--- src/rtl/vga_axil_slave.sv ---
`default_nettype none
// ============================================================================
//  Module   : vga_axil_slave (with vga_axil_pkg)
//  Brief    : AXI4-Lite slave that serialises reads/writes into single
//             word-addressed native register accesses for the VGA block.
//  Revision : 1.0 - initial release
// ============================================================================

package vga_axil_pkg;
    localparam int AXIL_ADDR_W   = 32;
    localparam int AXIL_DATA_W   = 32;
    localparam int AXIL_RESP_W   = 2;
    localparam int AXIL_STRB_W   = AXIL_DATA_W / 8;
    localparam int NATIVE_ADDR_W = 30;

    typedef logic [AXIL_ADDR_W-1:0]   axil_addr_t;
    typedef logic [AXIL_DATA_W-1:0]   axil_data_t;
    typedef logic [AXIL_RESP_W-1:0]   axil_resp_t;
    typedef logic [AXIL_STRB_W-1:0]   axil_strb_t;
    typedef logic [NATIVE_ADDR_W-1:0] native_addr_t;

    localparam axil_resp_t RESP_OKAY   = 2'b00;
    localparam axil_resp_t RESP_SLVERR = 2'b10;

    // Byte address to 32-bit word address.
    function automatic native_addr_t axil2native_addr(input axil_addr_t addr);
        return native_addr_t'(addr >> 2);
    endfunction
endpackage

module vga_axil_slave
    import vga_axil_pkg::*;
(
    input  logic         clk_i,
    input  logic         rst_i,
    // write address
    input  logic         awvalid_i,
    output logic         awready_o,
    input  axil_addr_t   awaddr_i,
    // write data
    input  logic         wvalid_i,
    output logic         wready_o,
    input  axil_data_t   wdata_i,
    input  axil_strb_t   wstrb_i,
    // write response
    output logic         bvalid_o,
    input  logic         bready_i,
    output axil_resp_t   bresp_o,
    // read address
    input  logic         arvalid_i,
    output logic         arready_o,
    input  axil_addr_t   araddr_i,
    // read data
    output logic         rvalid_o,
    input  logic         rready_i,
    output axil_data_t   rdata_o,
    output axil_resp_t   rresp_o,
    // native register port
    output logic         native_req_o,
    output logic         native_we_o,
    output native_addr_t native_addr_o,
    output axil_data_t   native_wdata_o,
    output axil_strb_t   native_be_o,
    input  logic         native_gnt_i,
    input  logic         native_rvalid_i,
    input  axil_data_t   native_rdata_i,
    input  logic         native_err_i
);

    typedef enum logic [2:0] {
        S_IDLE  = 3'd0,
        S_NREQ  = 3'd1,
        S_NWAIT = 3'd2,
        S_BRESP = 3'd3,
        S_RRESP = 3'd4
    } state_t;

    state_t       r_state;
    state_t       w_state_nxt;

    logic         r_ready_en;
    logic         r_prio_rd;
    logic         r_is_write;
    logic         r_aw_held;
    logic         r_w_held;
    axil_addr_t   r_awaddr;
    axil_data_t   r_wdata;
    axil_strb_t   r_wstrb;

    logic         r_native_we;
    native_addr_t r_native_addr;
    axil_data_t   r_native_wdata;
    axil_strb_t   r_native_be;

    axil_resp_t   r_bresp;
    axil_resp_t   r_rresp;
    axil_data_t   r_rdata;

    logic         w_idle;
    logic         w_ar_ok;
    logic         w_ar_fire;
    logic         w_aw_rdy;
    logic         w_w_rdy;
    logic         w_aw_fire;
    logic         w_w_fire;
    logic         w_wr_go;
    logic         w_wr_misal;
    logic         w_rd_misal;
    logic         w_resp_done;
    axil_addr_t   w_wr_addr;
    axil_data_t   w_wr_data;
    axil_strb_t   w_wr_strb;

    // Readies stay low for one cycle after reset so nothing is accepted
    // while the block is still coming out of reset.
    assign w_idle    = (r_state == S_IDLE) && r_ready_en;
    assign w_ar_ok   = w_idle && !r_aw_held && !r_w_held &&
                       (r_prio_rd || (!awvalid_i && !wvalid_i));
    assign w_ar_fire = w_ar_ok && arvalid_i;
    assign w_aw_rdy  = w_idle && !r_aw_held && !w_ar_fire;
    assign w_w_rdy   = w_idle && !r_w_held && !w_ar_fire;
    assign w_aw_fire = w_aw_rdy && awvalid_i;
    assign w_w_fire  = w_w_rdy && wvalid_i;
    assign w_wr_go   = w_idle && (r_aw_held || w_aw_fire) && (r_w_held || w_w_fire);

    assign w_wr_addr  = r_aw_held ? r_awaddr : awaddr_i;
    assign w_wr_data  = r_w_held  ? r_wdata  : wdata_i;
    assign w_wr_strb  = r_w_held  ? r_wstrb  : wstrb_i;
    assign w_wr_misal = |w_wr_addr[1:0];
    assign w_rd_misal = |araddr_i[1:0];

    assign w_resp_done = ((r_state == S_BRESP) && bready_i) ||
                         ((r_state == S_RRESP) && rready_i);

    always_comb begin
        w_state_nxt = r_state;
        case (r_state)
            S_IDLE: begin
                if (w_wr_go) begin
                    w_state_nxt = w_wr_misal ? S_BRESP : S_NREQ;
                end else if (w_ar_fire) begin
                    w_state_nxt = w_rd_misal ? S_RRESP : S_NREQ;
                end
            end
            S_NREQ: begin
                if (native_gnt_i) begin
                    w_state_nxt = S_NWAIT;
                end
            end
            S_NWAIT: begin
                if (native_rvalid_i) begin
                    w_state_nxt = r_is_write ? S_BRESP : S_RRESP;
                end
            end
            S_BRESP: begin
                if (bready_i) begin
                    w_state_nxt = S_IDLE;
                end
            end
            S_RRESP: begin
                if (rready_i) begin
                    w_state_nxt = S_IDLE;
                end
            end
            default: w_state_nxt = S_IDLE;
        endcase
    end

    always_ff @(posedge clk_i) begin
        if (rst_i) begin
            r_state        <= S_IDLE;
            r_ready_en     <= 1'b0;
            r_prio_rd      <= 1'b0;
            r_is_write     <= 1'b0;
            r_aw_held      <= 1'b0;
            r_w_held       <= 1'b0;
            r_awaddr       <= '0;
            r_wdata        <= '0;
            r_wstrb        <= '0;
            r_native_we    <= 1'b0;
            r_native_addr  <= '0;
            r_native_wdata <= '0;
            r_native_be    <= '0;
            r_bresp        <= RESP_OKAY;
            r_rresp        <= RESP_OKAY;
            r_rdata        <= '0;
        end else begin
            r_state    <= w_state_nxt;
            r_ready_en <= 1'b1;

            if (w_aw_fire) begin
                r_aw_held <= 1'b1;
                r_awaddr  <= awaddr_i;
            end
            if (w_w_fire) begin
                r_w_held <= 1'b1;
                r_wdata  <= wdata_i;
                r_wstrb  <= wstrb_i;
            end

            if (w_wr_go) begin
                r_is_write <= 1'b1;
                if (w_wr_misal) begin
                    r_bresp <= RESP_SLVERR;
                end else begin
                    r_native_we    <= 1'b1;
                    r_native_addr  <= axil2native_addr(w_wr_addr);
                    r_native_wdata <= w_wr_data;
                    r_native_be    <= w_wr_strb;
                end
            end else if (w_ar_fire) begin
                r_is_write <= 1'b0;
                if (w_rd_misal) begin
                    r_rresp <= RESP_SLVERR;
                    r_rdata <= '0;
                end else begin
                    r_native_we   <= 1'b0;
                    r_native_addr <= axil2native_addr(araddr_i);
                end
            end

            // Responses arriving in any other state are stray and dropped.
            if ((r_state == S_NWAIT) && native_rvalid_i) begin
                if (r_is_write) begin
                    r_bresp <= native_err_i ? RESP_SLVERR : RESP_OKAY;
                end else begin
                    r_rresp <= native_err_i ? RESP_SLVERR : RESP_OKAY;
                    r_rdata <= native_err_i ? '0 : native_rdata_i;
                end
            end

            if (w_resp_done) begin
                r_aw_held <= 1'b0;
                r_w_held  <= 1'b0;
                r_prio_rd <= r_is_write;
            end
        end
    end

    assign awready_o      = w_aw_rdy;
    assign wready_o       = w_w_rdy;
    assign arready_o      = w_ar_ok;
    assign bvalid_o       = (r_state == S_BRESP);
    assign bresp_o        = r_bresp;
    assign rvalid_o       = (r_state == S_RRESP);
    assign rresp_o        = r_rresp;
    assign rdata_o        = r_rdata;
    assign native_req_o   = (r_state == S_NREQ);
    assign native_we_o    = r_native_we;
    assign native_addr_o  = r_native_addr;
    assign native_wdata_o = r_native_wdata;
    assign native_be_o    = r_native_be;

endmodule

`default_nettype wire

--- config.mk ---
export PLATFORM = sky130hd
export DESIGN_NAME = vga_axil_slave
export DESIGN_NICKNAME = d
export VERILOG_FILES = /design/src/rtl/vga_axil_slave.sv
export SDC_FILE = /design/constraint.sdc
export NUM_CORES = 1
export LEC_CHECK = 0
export ABC_AREA = 1
export BUFFER_PORTS_ARGS = -buffer_cell sky130_fd_sc_hd__buf_2
export CAP_MARGIN = 10
export CORE_MARGIN = 2
export CORE_UTILIZATION = 55
export DETAILED_ROUTE_END_ITERATION = 12
export GPL_TIMING_DRIVEN = 0
export PLACE_DENSITY = 0.93
export SYNTH_ARGS = -nofsm -noshare
export SYNTH_HDL_FRONTEND = slang
export SYNTH_SLANG_ARGS = --single-unit
--- constraint.sdc ---
create_clock -name clk_i -period 3.9 [get_ports clk_i]
set_input_delay 0.39 -clock clk_i [delete_from_list [all_inputs] [get_ports clk_i]]
set_output_delay 0.39 -clock clk_i [all_outputs]
set_load 0.02 [all_outputs]
== Yosys cells after proc, flatten, opt, wreduce, memory -nomap -nowiden ==
Cells that the tools add are included.

* Register bits: 179
* Word-level logic and storage cells: 101

* Equal/unequal tests: 11
* Mux-type cells: 40
* Bitwise gates (word level): 1
* Reductions and logical operators: 33

{| class="wikitable"
|+ Operators by type and width
! operator !! number
|-
| 32-bit 2-to-1 mux || 8
|-
| 30-bit 2-to-1 mux || 4
|-
| 3-bit 2-to-1 mux || 8
|-
| 2-bit 2-to-1 mux || 11
|-
| 1-bit logical AND || 16
|-
| 3-bit one-hot mux with 5 select lines || 1
|-
| 1-bit 2-to-1 mux || 7
|-
| 3-bit by 2-bit == test with 1-bit output, second input constant || 2
|-
| 2-bit by 1-bit != test with 1-bit output, second input constant || 3
|-
| 2-bit != test, second input constant || 3
|-
| 2-bit OR reduction || 3
|-
| 1-bit zero test || 5
|-
| 5-bit AND reduction || 1
|-
| 1-bit logical OR || 4
|-
| 4-bit 2-to-1 mux || 1
|-
| 3-bit by 1-bit == test with 1-bit output, second input constant || 1
|-
| 3-bit == test, second input constant || 1
|-
| 3-bit zero test || 1
|-
| 3-bit != test, second input constant || 1
|-
| 3-bit AND reduction || 1
|-
| 2-bit AND reduction || 1
|-
| 2-bit nonzero test || 1
|-
| 1-bit NOT || 1
|}

== Depth between registers and ports, before layout ==
Gate-level depths: netlist (run 1).

* Depth in word-level cells: 15
* Gate-level depth with buffers: 13
* Depth with buffers taken out: 12

== Least setup slack after synthesis (run 1) ==
No wires, ideal clock.

* Path type: input to register
* Start: input port wvalid_i
* End: register r_native_addr[10] (netlist: native_addr_o[10])
* Library setup time: 0.113 ns
* Arrival time: 1.716 ns
* Data required time: 3.787 ns
* Slack: 2.071 ns
* Stages: 12
* Buffers on the path: 1
* Cells stage by stage: nor2_1 nor2_1 nor2_1 a21oi_2 nand2_2 nand2_2 nand4_1 nand3_4 buf_4 nand2_1 nand2_1 nor2_1

* Elaborated cells between the ends (all ways): 19

{| class="wikitable"
|+ RTL lines
! what !! line !! RTL
|-
| from (decl) || 41 || <nowiki>input logic wvalid_i,</nowiki>
|-
| 1-bit zero test (*) || 118 || <nowiki>(r_prio_rd || (!awvalid_i && !wvalid_i));</nowiki>
|-
| 1-bit logical AND (*) || 118 ||
|-
| 1-bit logical OR (*) || 118 ||
|-
| 1-bit logical AND (*) || 117 || <nowiki>assign w_ar_ok = w_idle && !r_aw_held && !r_w_held &&</nowiki>
|-
| 1-bit logical AND (*) || 119 || <nowiki>assign w_ar_fire = w_ar_ok && arvalid_i;</nowiki>
|-
| 1-bit zero test (*) || 121 || <nowiki>assign w_w_rdy = w_idle && !r_w_held && !w_ar_fire;</nowiki>
|-
| 1-bit logical AND (*) || 121 ||
|-
| via wready_o || 42 || <nowiki>output logic wready_o,</nowiki>
|-
| 1-bit logical AND (*) || 123 || <nowiki>assign w_w_fire = w_w_rdy && wvalid_i;</nowiki>
|-
| 1-bit logical OR (*) || 124 || <nowiki>assign w_wr_go = w_idle && (r_aw_held || w_aw_fire) && (r_w_held || w_w_fire);</nowiki>
|-
| 1-bit logical AND (*) || 124 ||
|-
| 2-bit != test (no source line) / 2-bit nonzero test (equally long branches) || - ||
|-
| 3-bit AND reduction (no source line) || - ||
|-
| to (signal assigned) || 207 || <nowiki>r_native_addr <= axil2native_addr(w_wr_addr);</nowiki>
|-
| to (signal assigned) || 218 || <nowiki>r_native_addr <= axil2native_addr(araddr_i);</nowiki>
|-
| to (decl) || 91 || <nowiki>native_addr_t r_native_addr;</nowiki>
|}

Mark *: on every way through the listed nets, which the timed path passes. The rest lies on a longest branch.
A chain may end at the register's enable or synchronous reset.

== Worst setup path in the final report (run 1) ==
* Start: register r_aw_held
* End: output port awready_o

* Word-level cells in the longest chain between the ends: 7

{| class="wikitable"
|+ RTL lines
! what !! line !! RTL
|-
| from (decl) || 84 || <nowiki>logic r_aw_held;</nowiki>
|-
| from (signal assigned) || 175 || <nowiki>r_aw_held <= 1'b0;</nowiki>
|-
| from (signal assigned) || 192 || <nowiki>r_aw_held <= 1'b1;</nowiki>
|-
| from (signal assigned) || 233 || <nowiki>r_aw_held <= 1'b0;</nowiki>
|-
| 1-bit zero test (*) || 117, 120 ||
|-
| 1-bit logical AND (*) || 117, 120 ||
|-
| 1-bit logical AND (2 in a row) || 117 ||
|-
| 1-bit logical AND || 119 ||
|-
| 1-bit zero test || 120 || <nowiki>assign w_aw_rdy = w_idle && !r_aw_held && !w_ar_fire;</nowiki>
|-
| 1-bit logical AND (*) || 120 ||
|-
| to (decl) || 38 || <nowiki>output logic awready_o,</nowiki>
|}

Every way passes the cells marked *; elsewhere a longest branch is shown, timed or not.

==> reports/qor.yml, run 1 <==
grt_util_all_layers: 0.297
start_util: 0.570
ir_drop_mv: 0.347
hold_violations: 0
fin_nets: 1439
syn_nets: 1170
dp_hpwl_mm: 16.0
cts_tree: "built"
yosys_register_bits: 179
cts_buffer_depth: 2
cts_setup_buffers: 0
ys_warn_count: 0
finalSetupViolCount: 0
fillCellCount: 1021
gp_congestion: 0.855
wl_mm: 22.2
grt_pass1_vias: 7449
ant_nets: 0
yosysTopAreaCell: "dfxtp_1"
fin_area_um2: 9730
root_buffer: "clkbuf_16"
drc: 0
num_io_pins: 251
postSynthCellCount: 1028
core_um2: 13300
placed_area_um2: 9070
drv_cap: 0
insertion_delay_ns: 0.43
ctsResizeCount: 0
worstPathArrival_ns: 1.86
fin_crit_sh: 0.578
grt_antenna_before_repair: 0
async_flop_share: 0
drive_above_1_share: 0.248
fmaxAchievable_mhz: 444
ys_seq_area_frac: 0.471
required_ns: 3.51
fin_ws_ns: 1.65
synth_top_cell_area_share: 0.471
dp_slack_ns: 1.72
first_iter_violations: 563
tns_ns: 0
area_growth_pct: 28.0
path_clk_slew_ns: 0.06
grt_max_degree: 17
wl_per_cell_um: 15.0
leakage_nw: 4.60
die_w_um: 122
synth_area_um2: 7600
drtPass1Iterations: 5
cts_hold_buf: 0
crit_path_end_kind: "primary output"
crit_type: "flop to primary output"
vias_per_cell: 5.33
tightestPinTransition_ns: 0.753
synth_cell_types: 28
rsz0062_at_grt: "no"
h-tree-depth: 4
report.final.slew_viol_count: 0
synth_edf_count: 0
portBuffers: 250
rows: 42
grt_overflow: 0
status: "complete, no violations"
powerDensity_nw_per_um2: 561
synth_top_flop_cell: "dfxtp_1"
die_y_um: 122
numCtsBuffers: 17
grt_pass1_wl_mm: 35.2
cts_num_sinks: 179
synth.avg_cell_area_um2: 7.40
final_core_util: 0.729
clock_skew_ns: 0.00952
start_kind: "flop"
vias: 7922
crit_path_max_fanout: 10
power.total_mw: 5.45
worstHoldPathType: "primary input to flop"
diodes: 0
post-route-min-period_ns: 2.25
dieArea_um2: 14800
synthTopCellsByArea: "dfxtp_1 47%, nand2_1 8.6%, o21ai_0 7.9%"
relSlewSlack: 0.498
## routing by layer
metal | part of all wire | GRT usage | wire length, um | vias to the layer above
met3 | 0.080 | 0.0679 | 1790 | 56
met4 | 0.030 | 0.131 | 667 | 0
met5 | 0 | 0 | 0 | -
met2 | 0.49 | 0.509 | 10800 | 376
li1 | - | - | - | 3886
met1 | 0.40 | 0.357 | 8970 | 3604
## worst paths after layout
path,from,to,slack (ns),cells past startpoint
setup / recovery,r_aw_held,awready_o,1.65,4
setup reg to reg,r_w_held,native_wdata_o[1],1.76,12
hold / removal,native_rdata_i[22],rdata_o[22],0.21,3
hold reg to reg,r_awaddr[10],r_awaddr[10],0.45,2
## worst max-delay path: stages (launching register included)
cell,delay (ns)
dfxtp_1,0.38
clkbuf_1,0.32
clkbuf_1,0.42
nor3_1,0.13
buf_2,0.19
## cells in the final DEF (no fill, tap or decap), types with 3 or more instances in the layout
master	Yosys	final
a21oi_1	109	109
a31oi_1	3	3
buf_1	4	4
buf_2	13	263
buf_4	11	11
buf_6	6	6
bufinv_16	0	5
clkbuf_1	39	40
clkbuf_16	0	17
clkinv_2	0	3
dfxtp_1	179	179
inv_1	79	79
inv_2	3	3
inv_6	0	3
mux2i_1	36	36
nand2_1	174	174
nand3_1	40	40
nand3_2	3	3
nand3_4	3	3
nor2_1	143	143
nor3_1	4	4
o21ai_0	120	120
o21ai_1	47	47
## cell type report
cell class	count	area, um2	share of cell area
clock inverter	12	200	0.0206
tap	176	220	0.0226
timing repair buffer	250	1250	0.129
inverter	84	315	0.0324
sequential	179	3580	0.368
buffer	73	377	0.0387
clock buffer	20	457	0.0469
multi-input combinational	692	3330	0.342
## cells by family (layout without fill, tap and decap cells)
logic type | after synthesis | count (layout) | synth area share
buffers and inverters | 157 | 439 | 0.0910
multiplexers | 36 | 36 | 0.0474
AND/OR/NAND/NOR | 373 | 373 | 0.202
flip-flops | 179 | 179 | 0.471
AO/OA/AOI/OAI | 283 | 283 | 0.188
## sequential cells by signal, indices dropped and copies added, names as in the netlist
| name | cells |
|---|---|
| bresp_o | 2 |
| native_addr_o | 30 |
| native_be_o | 4 |
| native_wdata_o | 32 |
| native_we_o | 1 |
| r_aw_held | 1 |
| r_awaddr | 32 |
| r_is_write | 1 |
| r_prio_rd | 1 |
| r_ready_en | 1 |
| r_state | 3 |
| r_w_held | 1 |
| r_wdata | 32 |
| r_wstrb | 4 |
| rdata_o | 32 |
| rresp_o | 2 |
## power breakdown
part | switching [mW] | internal [mW]
logic | 0.901 | 0.483
clock network | 0.727 | 1.18
registers | 0.109 | 2.06
## synth_stat cells, drive strengths merged (2+ instances only)
cell    instances
a21oi         110
a31oi           3
buf            34
clkbuf         39
clkinv          2
dfxtp         179
inv            82
mux2i          36
nand2         176
nand3          46
nand4           2
nor2          144
nor3            4
o21ai         167
## per-stage QoR
step	instances	hold slack, ns
6_report	1486	0.213
5_1_grt	1486	0.216
4_1_cts	1486	0.200
3_5_place_dp	1454	0.443
3_3_place_gp	1454	0.438
2_1_floorplan	1028	0.429
Power figures use the tool's default switching activity.
==> inputs of run 2 (changes only) <==
--- a/config.mk
+++ b/config.mk
@@ -9,10 +9,10 @@
 export BUFFER_PORTS_ARGS = -buffer_cell sky130_fd_sc_hd__buf_2
 export CAP_MARGIN = 10
 export CORE_MARGIN = 2
-export CORE_UTILIZATION = 55
+export CORE_UTILIZATION = 51
 export DETAILED_ROUTE_END_ITERATION = 12
 export GPL_TIMING_DRIVEN = 0
-export PLACE_DENSITY = 0.93
+export PLACE_DENSITY = 0.87
 export SYNTH_ARGS = -nofsm -noshare
 export SYNTH_HDL_FRONTEND = slang
 export SYNTH_SLANG_ARGS = --single-unit
==> constraint.sdc (replaced) <==
create_clock -name clk_i -period 2.25 [get_ports clk_i]
set_input_delay 0.225 -clock clk_i [delete_from_list [all_inputs] [get_ports clk_i]]
set_output_delay 0.225 -clock clk_i [all_outputs]
set_load 0.02 [all_outputs]
==> run 2 against run 1 <==
  * Power rose by 67%
  * Critical path depth did not move
  * Worst setup slack got worse by 1.5 ns
  * Clock power rose by 56%
  * Highest routed layer unchanged
  * Flip-flop and latch count did not move
  * Cell count rose by 0.67%
  * Global-route usage fell by 3.3 points
  * Final area fell by 0.32%
  * Register-to-register slack got worse by 1.6 ns
  * Via count fell by 2.4%
  * Wire length fell by 3.1%
  * First-iteration DRC count fell by 4.8%
==> reports/qor.yml, run 2 (synthesis gave the netlist of run 1 again) <==
grt_util_all_layers: 0.264  # was 0.297
ant_nets: 0  # unchanged
grt_max_degree: 17  # unchanged
path_clk_slew_ns: 0.07  # was 0.06 ns
dieArea_um2: 15900  # was 14800 um2
powerDensity_nw_per_um2: 937  # was 561 nW/um2
fin_ws_ns: 0.136  # was 1.65 ns
tightestPinTransition_ns: 0.769  # was 0.753 ns
report.final.slew_viol_count: 0  # unchanged
crit_type: "flop to primary output"  # unchanged
fin_nets: 1440  # was 1439
required_ns: 2.03  # was 3.51 ns
crit_path_end_kind: "primary output"  # unchanged
gp_congestion: 0.842  # was 0.855
layout_common_cells: "261 x buf_2, 178 x dfxtp_1, 174 x nand2_1"  # was 263 x buf_2, 179 x dfxtp_1, 174 x nand2_1
relSlewSlack: 0.487  # was 0.498
grt_pass1_wl_mm: 34.1  # was 35.2 mm
post-route-min-period_ns: 2.11
core_um2: 14500  # was 13300 um2
drive_above_1_share: 0.252  # was 0.248
first_iter_violations: 536  # was 563
clock_skew_ns: 0.00903  # was 0.00952 ns
cts_buffer_depth: 2  # unchanged
num_io_pins: 251  # unchanged
start_kind: "flop"  # unchanged
area_growth_pct: 27.6  # was 28.0%
insertion_delay_ns: 0.43  # about the same
wl_mm: 21.6  # was 22.2 mm
fmaxAchievable_mhz: 473
cts_tree: "built"  # unchanged
vias: 7729  # was 7922
die_w_um: 126  # was 122 um
dp_slack_ns: 0.117  # was 1.72 ns
crit_path_max_fanout: 10  # unchanged
numCtsBuffers: 17  # unchanged
grt_pass1_vias: 7094  # was 7449
ir_drop_mv: 0.529  # was 0.347 mV
placed_area_um2: 9080  # was 9070 um2
drtPass1Iterations: 5  # unchanged
start_util: 0.523  # was 0.570
status: "complete, no violations"  # unchanged
drc: 0  # unchanged
drv_cap: 0  # unchanged
die_y_um: 126  # was 122 um
grt_antenna_before_repair: 2  # was 0
wl_per_cell_um: 14.4  # was 15.0 um
portBuffers: 250  # unchanged
root_buffer: "clkbuf_16"  # unchanged
leakage_nw: 4.57  # was 4.60 nW
final_common_cell: "buf_2"  # unchanged
grt_overflow: 0  # unchanged
dp_hpwl_mm: 15.9  # was 16.0 mm
finalSetupViolCount: 0  # unchanged
fin_crit_sh: 0.940
cts_num_sinks: 179  # unchanged
hold_violations: 0  # unchanged
tns_ns: 0  # unchanged
worstHoldPathType: "primary input to flop"  # unchanged
rows: 44  # was 42
vias_per_cell: 5.17  # was 5.33
rsz0062_at_grt: "no"  # unchanged
final_core_util: 0.667  # was 0.729
fin_area_um2: 9700  # was 9730 um2
holdWs_ns: 0.0460  # was 0.213 ns
h-tree-depth: 4  # unchanged
worstPathArrival_ns: 1.89  # was 1.86 ns
==> run 2: changes by cell type in the layout (fill, tap and decap cells not counted), sizes merged <==
cell | previous run | this run
clkinvlp | 0 | 4
bufinv | 5 | 2
buf | 284 | 283
clkinv | 6 | 7
diode | 0 | 1
==> run 2: metrics by stage <==
step                      cells  power [mW]
after floorplan            1028        5.45
after global placement     1462        6.08
after detailed placement   1462        6.16
after CTS                  1494        9.11
after global routing       1495        9.60
final                      1496        9.09
==> run 2: final cells by class <==
type	instances	area (um2)
clock inverters	14	153
plain buffers	73	384
multi-input cells	692	3330
diodes	1	2.50
repair buffers	251	1260
inverters	84	318
clock buffers	18	439
fillers	1297	4830
well taps	184	230
flip-flops and latches	179	3580
==> run 2: per-layer routing <==
layer,track usage,part of all wire,vias up
li1,-,-,3896
met1,0.330,0.42,3492
met2,0.437,0.48,290
met3,0.0646,0.072,51
met4,0.111,0.029,0
met5,0,0,-
==> run 2: path summary, 6_finish.rpt <==
kind	start	end	slack, ns	cells after the start
max	r_aw_held	arready_o	0.14	4
min	native_rdata_i[2]	rdata_o[2]	0.05	3
max reg2reg	r_state[2]	native_addr_o[13]	0.15	12
min reg2reg	r_awaddr[7]	r_awaddr[7]	0.45	2
==> run 2: worst max-delay path, cell delays in order (launching register included) <==
cell and delay [ns]:
dfxtp_1 0.38, clkbuf_1 0.35, clkbuf_1 0.41, nor3_1 0.13
buf_2 0.20
==> run 2: power by group <==
part | switching [mW] | internal, mW | leakage [nW]
combinational | 1.53 | 0.844 | 2.84
clock | 1.28 | 1.68 | 0.279
sequential | 0.187 | 3.57 | 1.46
total | 3.00 | 6.09 | 4.57
==> run 2: repair_timing <==
item,CTS,global route
buffers inserted,0,1
endpoints found under the setup margin,0,45
hold buffers,0,0
resized for setup,0,9
==> inputs of run 3 (changes only) <==
--- a/config.mk
+++ b/config.mk
@@ -9,10 +9,10 @@
 export BUFFER_PORTS_ARGS = -buffer_cell sky130_fd_sc_hd__buf_2
 export CAP_MARGIN = 10
 export CORE_MARGIN = 2
-export CORE_UTILIZATION = 51
+export CORE_UTILIZATION = 46
 export DETAILED_ROUTE_END_ITERATION = 12
 export GPL_TIMING_DRIVEN = 0
-export PLACE_DENSITY = 0.87
+export PLACE_DENSITY = 0.84
 export SYNTH_ARGS = -nofsm -noshare
 export SYNTH_HDL_FRONTEND = slang
 export SYNTH_SLANG_ARGS = --single-unit
==> constraint.sdc (replaced) <==
create_clock -name clk_i -period 1.8 [get_ports clk_i]
set_input_delay 0.18 -clock clk_i [delete_from_list [all_inputs] [get_ports clk_i]]
set_output_delay 0.18 -clock clk_i [all_outputs]
set_load 0.02 [all_outputs]
==> run 3 against run 2 <==
  * The flow now finishes with violations (setup timing)
  * First-iteration DRC count up 4.5%
  * Clock skew increased by 0.0025 ns
  * Core utilization is 0.37 points lower
  * Critical endpoint is now native_wdata_o[8]
  * Highest routed layer unchanged
==> reports/qor.yml, run 3 (synthesis gave the netlist of run 1 again) <==
finalSetupViolCount: 102  # was 0
final_common_cell: "buf_2"  # unchanged
crit_path_end_kind: "flop"  # was primary output
ir_drop_mv: 0.613  # was 0.529 mV
p_sw_frac: 0.350  # was 0.330
fin_ws_ns: -0.208  # was 0.136 ns
start_kind: "flop"  # unchanged
dieArea_um2: 17600  # was 15900 um2
fin_nets: 1487  # was 1440
r2r_setup_slack_ns: -0.21  # was 0.15 ns
grt_antenna_before_repair: 1  # was 2
clock_skew_ns: 0.0115  # was 0.00903 ns
power.share.clock: 0.297  # was 0.326
wl_per_cell_um: 15.8  # was 14.4 um
powerDensity_nw_per_um2: 1110  # was 937 nW/um2
rows: 46  # was 44
num_io_pins: 251  # unchanged
internal_power_mw: 7.67  # was 6.09 mW
dp_slack_ns: -0.292  # was 0.117 ns
holdWs_ns: 0.0103  # was 0.0460 ns
crit_path_max_fanout: 6  # was 10
netSwitchingPower_mw: 4.12  # was 3.00 mW
crit_type: "flop to flop"  # was flop to primary output
reg2reg_depth: 12  # unchanged
die_w_um: 133  # was 126 um
grt.busiest_layer: "met2"  # unchanged
endpoint: "native_wdata_o[8]"  # was arready_o
core_um2: 16000  # was 14500 um2
drive_above_1_share: 0.311  # was 0.252
drc: 0  # unchanged
first_iter_violations: 560  # was 536
portBuffers: 250  # unchanged
cts_buffer_depth: 2  # unchanged
worstPathArrival_ns: 2.36  # was 1.89 ns
rsz0062_at_grt: "yes"  # was no
drtPass1Iterations: 5  # unchanged
required_ns: 2.15  # was 2.03 ns
grt_pass1_vias: 7512  # was 7094
tns_ns: -10.66  # was 0 ns
relSlewSlack: 0.509  # was 0.487
fillCellCount: 1350  # was 1297
report.final.slew_viol_count: 0  # unchanged
wl_mm: 24.9  # was 21.6 mm
status: "finished, violations left"  # was complete, no violations
dpl.cell_count: 1494  # was 1462
use_met3: 0.0582  # was 0.0646
fmaxAchievable_mhz: 498
worstHoldPathType: "primary input to flop"  # unchanged
root_buffer: "clkbuf_16"  # unchanged
reg2reg_to: "native_wdata_o[8]"  # was native_addr_o[13]
final_cells: 1575  # was 1496
dp_hpwl_mm: 16.2  # was 15.9 mm
cts_tree: "built"  # unchanged
drv_cap: 0  # unchanged
violations: "setup timing"
pwr-share-comb: 0.304  # was 0.261
insertion_delay_ns: 0.43  # about the same
area_growth_pct: 39.7  # was 27.6%
path_clk_slew_ns: 0.07  # about the same
vias_per_cell: 5.21  # was 5.17
layout_common_cells: "252 x buf_2, 176 x dfxtp_1, 169 x nand2_1"  # was 261 x buf_2, 178 x dfxtp_1, 174 x nand2_1
fin_crit_sh: 1.12
grt_overflow: 0  # unchanged
tightestPinTransition_ns: 0.736  # was 0.769 ns
grt_use_met1: 0.319  # was 0.330
final_core_util: 0.664  # was 0.667
vias: 8204  # was 7729
h-tree-depth: 4  # unchanged
grt_util_all_layers: 0.261  # was 0.264
cts_num_sinks: 179  # unchanged
grt_util_met2: 0.446  # was 0.437
grt_max_degree: 18  # was 17
ant_nets: 0  # unchanged
pwr-share-seq: 0.398  # was 0.413
hold_violations: 0  # unchanged
post-route-min-period_ns: 2.01
crit_start: "r_state[0]"  # was r_aw_held
numCtsBuffers: 17  # unchanged
r2r_start: "r_state[0]"  # was r_state[2]
start_util: 0.475  # was 0.523
gp_congestion: 0.880  # was 0.842
grt_pass1_wl_mm: 37.3  # was 34.1 mm
die_y_um: 133  # was 126 um
leakage_nw: 4.86  # was 4.57 nW
==> run 3: changes by cell type in the layout (fill, tap and decap cells not counted), sizes merged <==
cell | previous run | this run
buf | 283 | 310
clkinvlp | 4 | 7
inv | 85 | 86
bufinv | 2 | 0
bufbuf | 0 | 1
nand3 | 46 | 48
clkbuf | 59 | 56
dlygate4sd3 | 0 | 17
clkinv | 7 | 8
==> run 3: area by class of cell <==
class,count,area [um2],share of cell area
Antenna cell,1,2.50,0.000236
Tap cell,216,270,0.0255
Sequential cell,179,3590,0.338
Timing Repair Buffer,294,1720,0.162
Buffer,73,548,0.0516
Inverter,84,343,0.0323
Timing Repair inverter,2,23.8,0.00224
Multi-Input combinational cell,694,3560,0.336
Clock inverter,15,133,0.0125
Clock buffer,17,425,0.0401
==> run 3: power groups by stage <==
| stage | Sequential (mW) | Clock (mW) | Combinational [mW] |
|---|---|---|---|
| after CTS | 4.68 | 3.56 | 3.20 |
| final | 4.70 | 3.51 | 3.59 |
| after floorplan | 4.87 | 0 | 1.95 |
| after global routing | 4.74 | 3.73 | 3.92 |
| after detailed placement | 4.77 | 0 | 2.96 |
| after global placement | 4.74 | 0 | 2.88 |
==> run 3: critical path, cell delays in order (launching register included) <==
cell        delay, ns
dfxtp_2          0.34
nor2_4           0.14
nand3_2          0.11
nor2_2           0.11
nand3_2          0.11
nand3_2          0.10
nand2_2          0.07
nand3_4          0.15
inv_4            0.07
nand2_8          0.12
clkinvlp_4       0.24
buf_6            0.21
a21oi_2          0.14
==> run 3: repair_timing <==
action	4_1_cts	5_1_grt
cloned	7	8
buffers inserted	10	7
endpoints found under the hold margin	17	0
resized for setup	71	112
setup endpoints to repair	165	163
hold buffers	17	0
pin swaps	5	6
==> run 3: worst min-delay path by stage <==
| stage | slack (ns) | endpoint | from | cells after the start |
|---|---|---|---|---|
| CTS | 0.0001 | rdata_o[28] | native_rdata_i[28] | 3 |
| finish | 0.01 | r_wdata[21] | wdata_i[21] | 3 |
| global route | 0.004 | rdata_o[28] | native_rdata_i[28] | 3 |
| detailed placement | 0.44 | rdata_o[9] | native_rdata_i[9] | 3 |
| global placement | 0.43 | rdata_o[8] | native_rdata_i[8] | 3 |
| floorplan | 0.33 | rdata_o[0] | native_rdata_i[0] | 2 |
==> run 3: per-layer routing <==
metal,vias to the layer above,routed length (um),part of all wire
met4,0,682,0.027
met3,65,2060,0.083
met1,3737,10100,0.40
met5,-,0,0
met2,403,12100,0.49
li1,3999,-,-
==> run 3: stage by stage <==
stage | power (mW) | area [um2]
after floorplan | 6.82 | 7610
after global placement | 7.63 | 9130
after detailed placement | 7.72 | 9130
after CTS | 11.4 | 10200
after global routing | 12.4 | 10600
final | 11.8 | 10600
